<file path="src/rtl/led_pattern_gen.sv">
// LED pattern generator: bounce, rotate-left, rotate-right and fill
// sequences stepped by a programmable-period tick counter.
module led_pattern_gen #(
  parameter int CLOCK_FREQUENCY = 27000000,
  parameter int N_LEDS          = 6,
  parameter int STEP_MS         = 100,
  parameter bit ACTIVE_LOW      = 1
) (
  input  logic              Clock,
  input  logic              Reset_n,
  input  logic [1:0]        Mode,
  input  logic [1:0]        Speed,
  input  logic              Pause,
  output logic [N_LEDS-1:0] Leds,
  output logic              Step_pulse,
  output logic              End_pulse
);

  localparam int STEP_RAW = (CLOCK_FREQUENCY / 1000) * STEP_MS;
  localparam int STEP_CYCLES = (STEP_RAW < 1) ? 1 : STEP_RAW;
  localparam int CW = $clog2(4 * STEP_CYCLES) + 1;

  localparam logic [N_LEDS-1:0] ONE = N_LEDS'(1);
  localparam logic [N_LEDS-1:0] ALL = '1;

  typedef enum logic [1:0] {
    M_BOUNCE = 2'd0,
    M_ROTL   = 2'd1,
    M_ROTR   = 2'd2,
    M_FILL   = 2'd3
  } mode_t;

  mode_t             mode_q;
  mode_t             mode_d;
  mode_t             mode_in;
  logic [N_LEDS-1:0] pat_q;
  logic [N_LEDS-1:0] pat_d;
  logic              dir_q;
  logic              dir_d;
  logic [CW-1:0]     cnt_q;
  logic [CW-1:0]     cnt_d;
  logic [CW-1:0]     term;
  logic              step;
  logic              step_q;
  logic              end_q;
  logic              end_d;

  assign mode_in = mode_t'(Mode);

  // Terminal tracks Speed every cycle; >= catches a shrunk period
  always_comb begin
    term = CW'(STEP_CYCLES) * (CW'(Speed) + CW'(1)) - CW'(1);
    step = !Pause && (cnt_q >= term);
    cnt_d = cnt_q;
    if (!Pause) begin
      cnt_d = step ? '0 : cnt_q + CW'(1);
    end
  end

  always_comb begin
    mode_d = mode_q;
    pat_d  = pat_q;
    dir_d  = dir_q;
    end_d  = 1'b0;
    if (step) begin
      if (mode_in != mode_q) begin
        mode_d = mode_in;
        pat_d  = ONE;
        dir_d  = 1'b1;
      end else begin
        unique case (mode_q)
          M_BOUNCE: begin
            if (dir_q && pat_q[N_LEDS-1]) begin
              pat_d = pat_q >> 1;
              dir_d = 1'b0;
            end else if (!dir_q && pat_q[0]) begin
              pat_d = pat_q << 1;
              dir_d = 1'b1;
            end else begin
              pat_d = dir_q ? (pat_q << 1) : (pat_q >> 1);
            end
            end_d = pat_d[N_LEDS-1] | pat_d[0];
          end
          M_ROTL: begin
            pat_d = {pat_q[N_LEDS-2:0], pat_q[N_LEDS-1]};
            end_d = pat_d[0];
          end
          M_ROTR: begin
            pat_d = {pat_q[0], pat_q[N_LEDS-1:1]};
            end_d = pat_d[N_LEDS-1];
          end
          M_FILL: begin
            if (pat_q == ALL) begin
              pat_d = ONE;
            end else begin
              pat_d = {pat_q[N_LEDS-2:0], 1'b1};
            end
            end_d = (pat_d == ALL);
          end
        endcase
      end
    end
  end

  always_ff @(posedge Clock or negedge Reset_n) begin
    if (!Reset_n) begin
      mode_q <= M_BOUNCE;
      pat_q  <= ONE;
      dir_q  <= 1'b1;
      cnt_q  <= '0;
      step_q <= 1'b0;
      end_q  <= 1'b0;
    end else begin
      mode_q <= mode_d;
      pat_q  <= pat_d;
      dir_q  <= dir_d;
      cnt_q  <= cnt_d;
      step_q <= step;
      end_q  <= end_d;
    end
  end

  assign Leds       = ACTIVE_LOW ? ~pat_q : pat_q;
  assign Step_pulse = step_q;
  assign End_pulse  = end_q;

endmodule

</file>
<file path="config.mk">
export PLATFORM = sky130hd
export DESIGN_NAME = led_pattern_gen
export DESIGN_NICKNAME = d
export VERILOG_FILES = /design/src/rtl/led_pattern_gen.sv
export SDC_FILE = /design/constraint.sdc
export NUM_CORES = 1
export LEC_CHECK = 0
export CAP_MARGIN = 10
export CORE_UTILIZATION = 50
export CTS_BUF_LIST = sky130_fd_sc_hd__clkbuf_4
export CTS_CLUSTER_SIZE = 16
export DETAILED_ROUTE_END_ITERATION = 16
export PLACE_DENSITY = 0.69
export SLEW_MARGIN = 40
export SYNTH_ARGS = -nofsm -noshare
export SYNTH_HDL_FRONTEND = slang
export SYNTH_SLANG_ARGS = --single-unit
</file>
<file path="constraint.sdc">
create_clock -name Clock -period 5.95 [get_ports Clock]
set_clock_uncertainty 0.05 [all_clocks]
set_input_delay 1.19 -clock Clock [delete_from_list [all_inputs] [get_ports Clock]]
set_output_delay 1.19 -clock Clock [all_outputs]
set_load 0.02 [all_outputs]
</file>
==> flow_summary.yaml <==
final_layout:
  syn_to_final_growth_pct: 8.99
  final_cell_count_no_fill: 377
  n_antenna_cell: 0
  multi_input_area_um2: 1700
  fill_cells: 489
  drive_above_1_share: 0.121
  regArea_um2: 903
  stdcell_area_um2: 2970
  finish.utilization: 0.575
  final_net_count: 345
setup_path:
  cpPeakStageDelay_ns: 0.67
  worst_path_most_repeated_cell: "ha_1"
  worstPathRequired_ns: 6.12
  r2r_cells: 7
  r2r-end: "cnt_q[11]"
  crit_type: "in -> reg"
  timing.rr.start: "cnt_q[23]"
  worstPathCellList: "clkdlybuf4s50_1 > inv_1 > ha_1 > ha_1 > xnor2_1 > a31oi_1 > mux2i_1 > xnor2_1 > ha_1 > and4_1 > a21o_1 > o311ai_2 > a41oi_4 > buf_4 > nor2_1"
  critical_path.slowest_cell: "clkdlybuf4s50_1"
  arrival_ns: 5.05
  cp_max_fo: 19
  path_delay_family: "buffers and inverters"
  cp.depth: 15
  cp_num_buf_inv: 3
  start_kind: "input port"
  rrSetupSlack_ns: 3.29
  crit_path_end_kind: "flop"
grt:
  grt_pass1_wl_um: 8950
  grt_pass1_vias: 1964
  grt_antenna_before_repair: 0
  grt-ovfl-total: 0
  grt_usage: 0.204
  grt_max_degree: 37
power_and_ir_drop:
  power.switching_mw: 0.177
  irDropWorstVdd_mv: 0.107
  clock_power_share: 0.249
  intPower_mw: 0.356
  power.density_nw_per_um2: 179
  power.share.sequential: 0.548
  power_frac_comb: 0.203
  swShare: 0.332
  leakagePower_nw: 1.33
cts:
  clk_latency_ns: 0.34
  cts_setup_buffers: 0
  cts_max_path_buffers: 2
  htreeDepth: 2
  clk_pin_slew_ns: 0.11
  cts_sinks: 36
  post_cts_resized: 0
  cts-root-buf: "clkbuf_4"
  holdBufCountCts: 0
  cts_tree: "done"
  cts-buffers-inserted: 5
worst_hold_path:
  hold_start: "cnt_q[1]"
  hold_path_end: "cnt_q[1]"
  hold_class: "reg -> reg"
  holdPathStages: 2
timing:
  setup_viol: 0
  rsz0062_at_grt: "no"
  final_max_slew_viol_count: 0
  period_share: 0.820
  final.setup.tns_ns: 0
  worst_pin_slew_ns: 0.642
  slew_headroom: 0.571
  hold_viol: 0
  fmaxAchievable_mhz: 205
  finalCriticalPeriod_ns: 4.88
detailed_routing:
  routed-via-count: 2157
  routed_wl_um: 5480
  vias_per_cell: 5.72
  drc: 0
  drtPass1Iterations: 4
  wl_per_cell_um: 14.5
  drt_iter0_markers: 95
  ant_nets: 0
outcome:
  status: "complete, no violations"
synth:
  netlist_area_um2: 2730
  syn-num-nets: 331
  synthArstFlopShare: 1.00
  synth_area_leaders: "dfrtp_1 31%, ha_1 15%, xor2_1 4.2%"
  ys_ff_latch: 36
  synth-edff-count: 0
  yosys_warnings: 0
  synth_top_area_share: 0.312
  synth_cell_types: 56
  synth.most_common_cell: "dfrtp_1"
  synth_flop_cell: "dfrtp_1"
  ys_top_cells_by_count: "34 x dfrtp_1, 32 x ha_1, 23 x nor2_1, 21 x inv_1, 19 x nand2_1"
  post-synth-top-area-cell: "dfrtp_1"
  yosysSeqAreaShare: 0.331
  netlist_instances: 292
  syn_avg_cell_area_um2: 9.34
die:
  initial_core_util: 0.527
  core_region_area_um2: 5170
  io_pins: 15
  die_h_um: 75.8
  die_area_um2: 5750
  row_count: 26
  die_w_um: 75.8
placed_design:
  port_buffers: 14
  globalplace.congestion: 0.861
  dpl.cell_count: 369
  dpl_cell_area_um2: 2910
  place_hpwl_um: 3990
flow_run:
  max-cap-violations: 0
## cell type report
class                           instances  area share
Sequential cell                        36       0.304
Clock inverter                          3     0.00632
Clock buffer                            5      0.0126
Inverter                               21      0.0265
Tap cell                               70      0.0295
Timing Repair Buffer                   15      0.0488
Multi-Input combinational cell        227       0.572
## routing by layer
metal / routed length [um] / track usage / part of all wire / up-vias
met3: 187 / 0.0317 / 0.034 / 4
met1: 2580 / 0.256 / 0.47 / 1033
li1: - / - / - / 1074
met4: 51 / 0.0576 / 0.0093 / 0
met5: 0 / 0 / 0 / -
met2: 2660 / 0.363 / 0.49 / 46
## stage by stage
stage	hold slack, ns	power [mW]	setup WS [ns]
6_report	0.504	0.533	1.07
5_1_grt	0.547	0.566	0.786
4_1_cts	0.509	0.538	1.04
3_5_place_dp	0.481	0.405	0.683
3_3_place_gp	0.470	0.401	0.823
2_1_floorplan	0.447	0.370	2.06
## worst register-to-register path: stages (launching register included)
cell and delay, ns:
dfrtp_1 0.44, ha_1 0.35, nand4_2 0.18, nor3_2 0.29, o311ai_2 0.19, a41oi_4 0.62, buf_4 0.36, nor2_1 0.08
## state kept, by name (all words and copies together), names as in the netlist
| register | flops |
|---|---|
| mode_q | 2 |
| pat_q | 6 |
| dir_q | 1 |
| Step_pulse | 1 |
| cnt_q | 25 |
| End_pulse | 1 |
## worst max path at each step
stage | start | to
after global routing | Speed[0] | cnt_q[11]
after global placement | Speed[0] | cnt_q[11]
after floorplan | Speed[0] | mode_q[0]
final | Speed[0] | cnt_q[11]
after detailed placement | Speed[0] | cnt_q[11]
after CTS | Speed[0] | cnt_q[11]
## placed cells by master, fill, tap and decap left out, types with 5 or more instances in the layout
cell / count
dfrtp_1: 34
nand3_1: 17
a21o_1: 7
nor2_1: 23
clkbuf_4: 5
o21ai_0: 13
nand4_1: 6
nor2_2: 7
clkdlybuf4s50_1: 13
xnor2_1: 9
ha_1: 32
a21oi_1: 18
xor2_1: 13
nand2_1: 19
inv_1: 21
## power by group through the flow
stage | clock network (mW) | registers (mW) | logic [mW]
global route | 0.146 | 0.296 | 0.124
detailed placement | 0 | 0.296 | 0.109
finish | 0.133 | 0.292 | 0.108
global placement | 0 | 0.296 | 0.105
floorplan | 0 | 0.289 | 0.0812
CTS | 0.136 | 0.292 | 0.109
## cells by family after synthesis
logic type,after synthesis,share of synthesized area
XOR/XNOR,22,0.0707
AND/OR/NAND/NOR,101,0.212
adder cells (fa/ha/maj),32,0.147
buffers and inverters,29,0.0450
multiplexers,8,0.0312
flip-flops,36,0.331
AO/OA/AOI/OAI,64,0.162
Note: power is estimated with default switching activity, not from simulation.
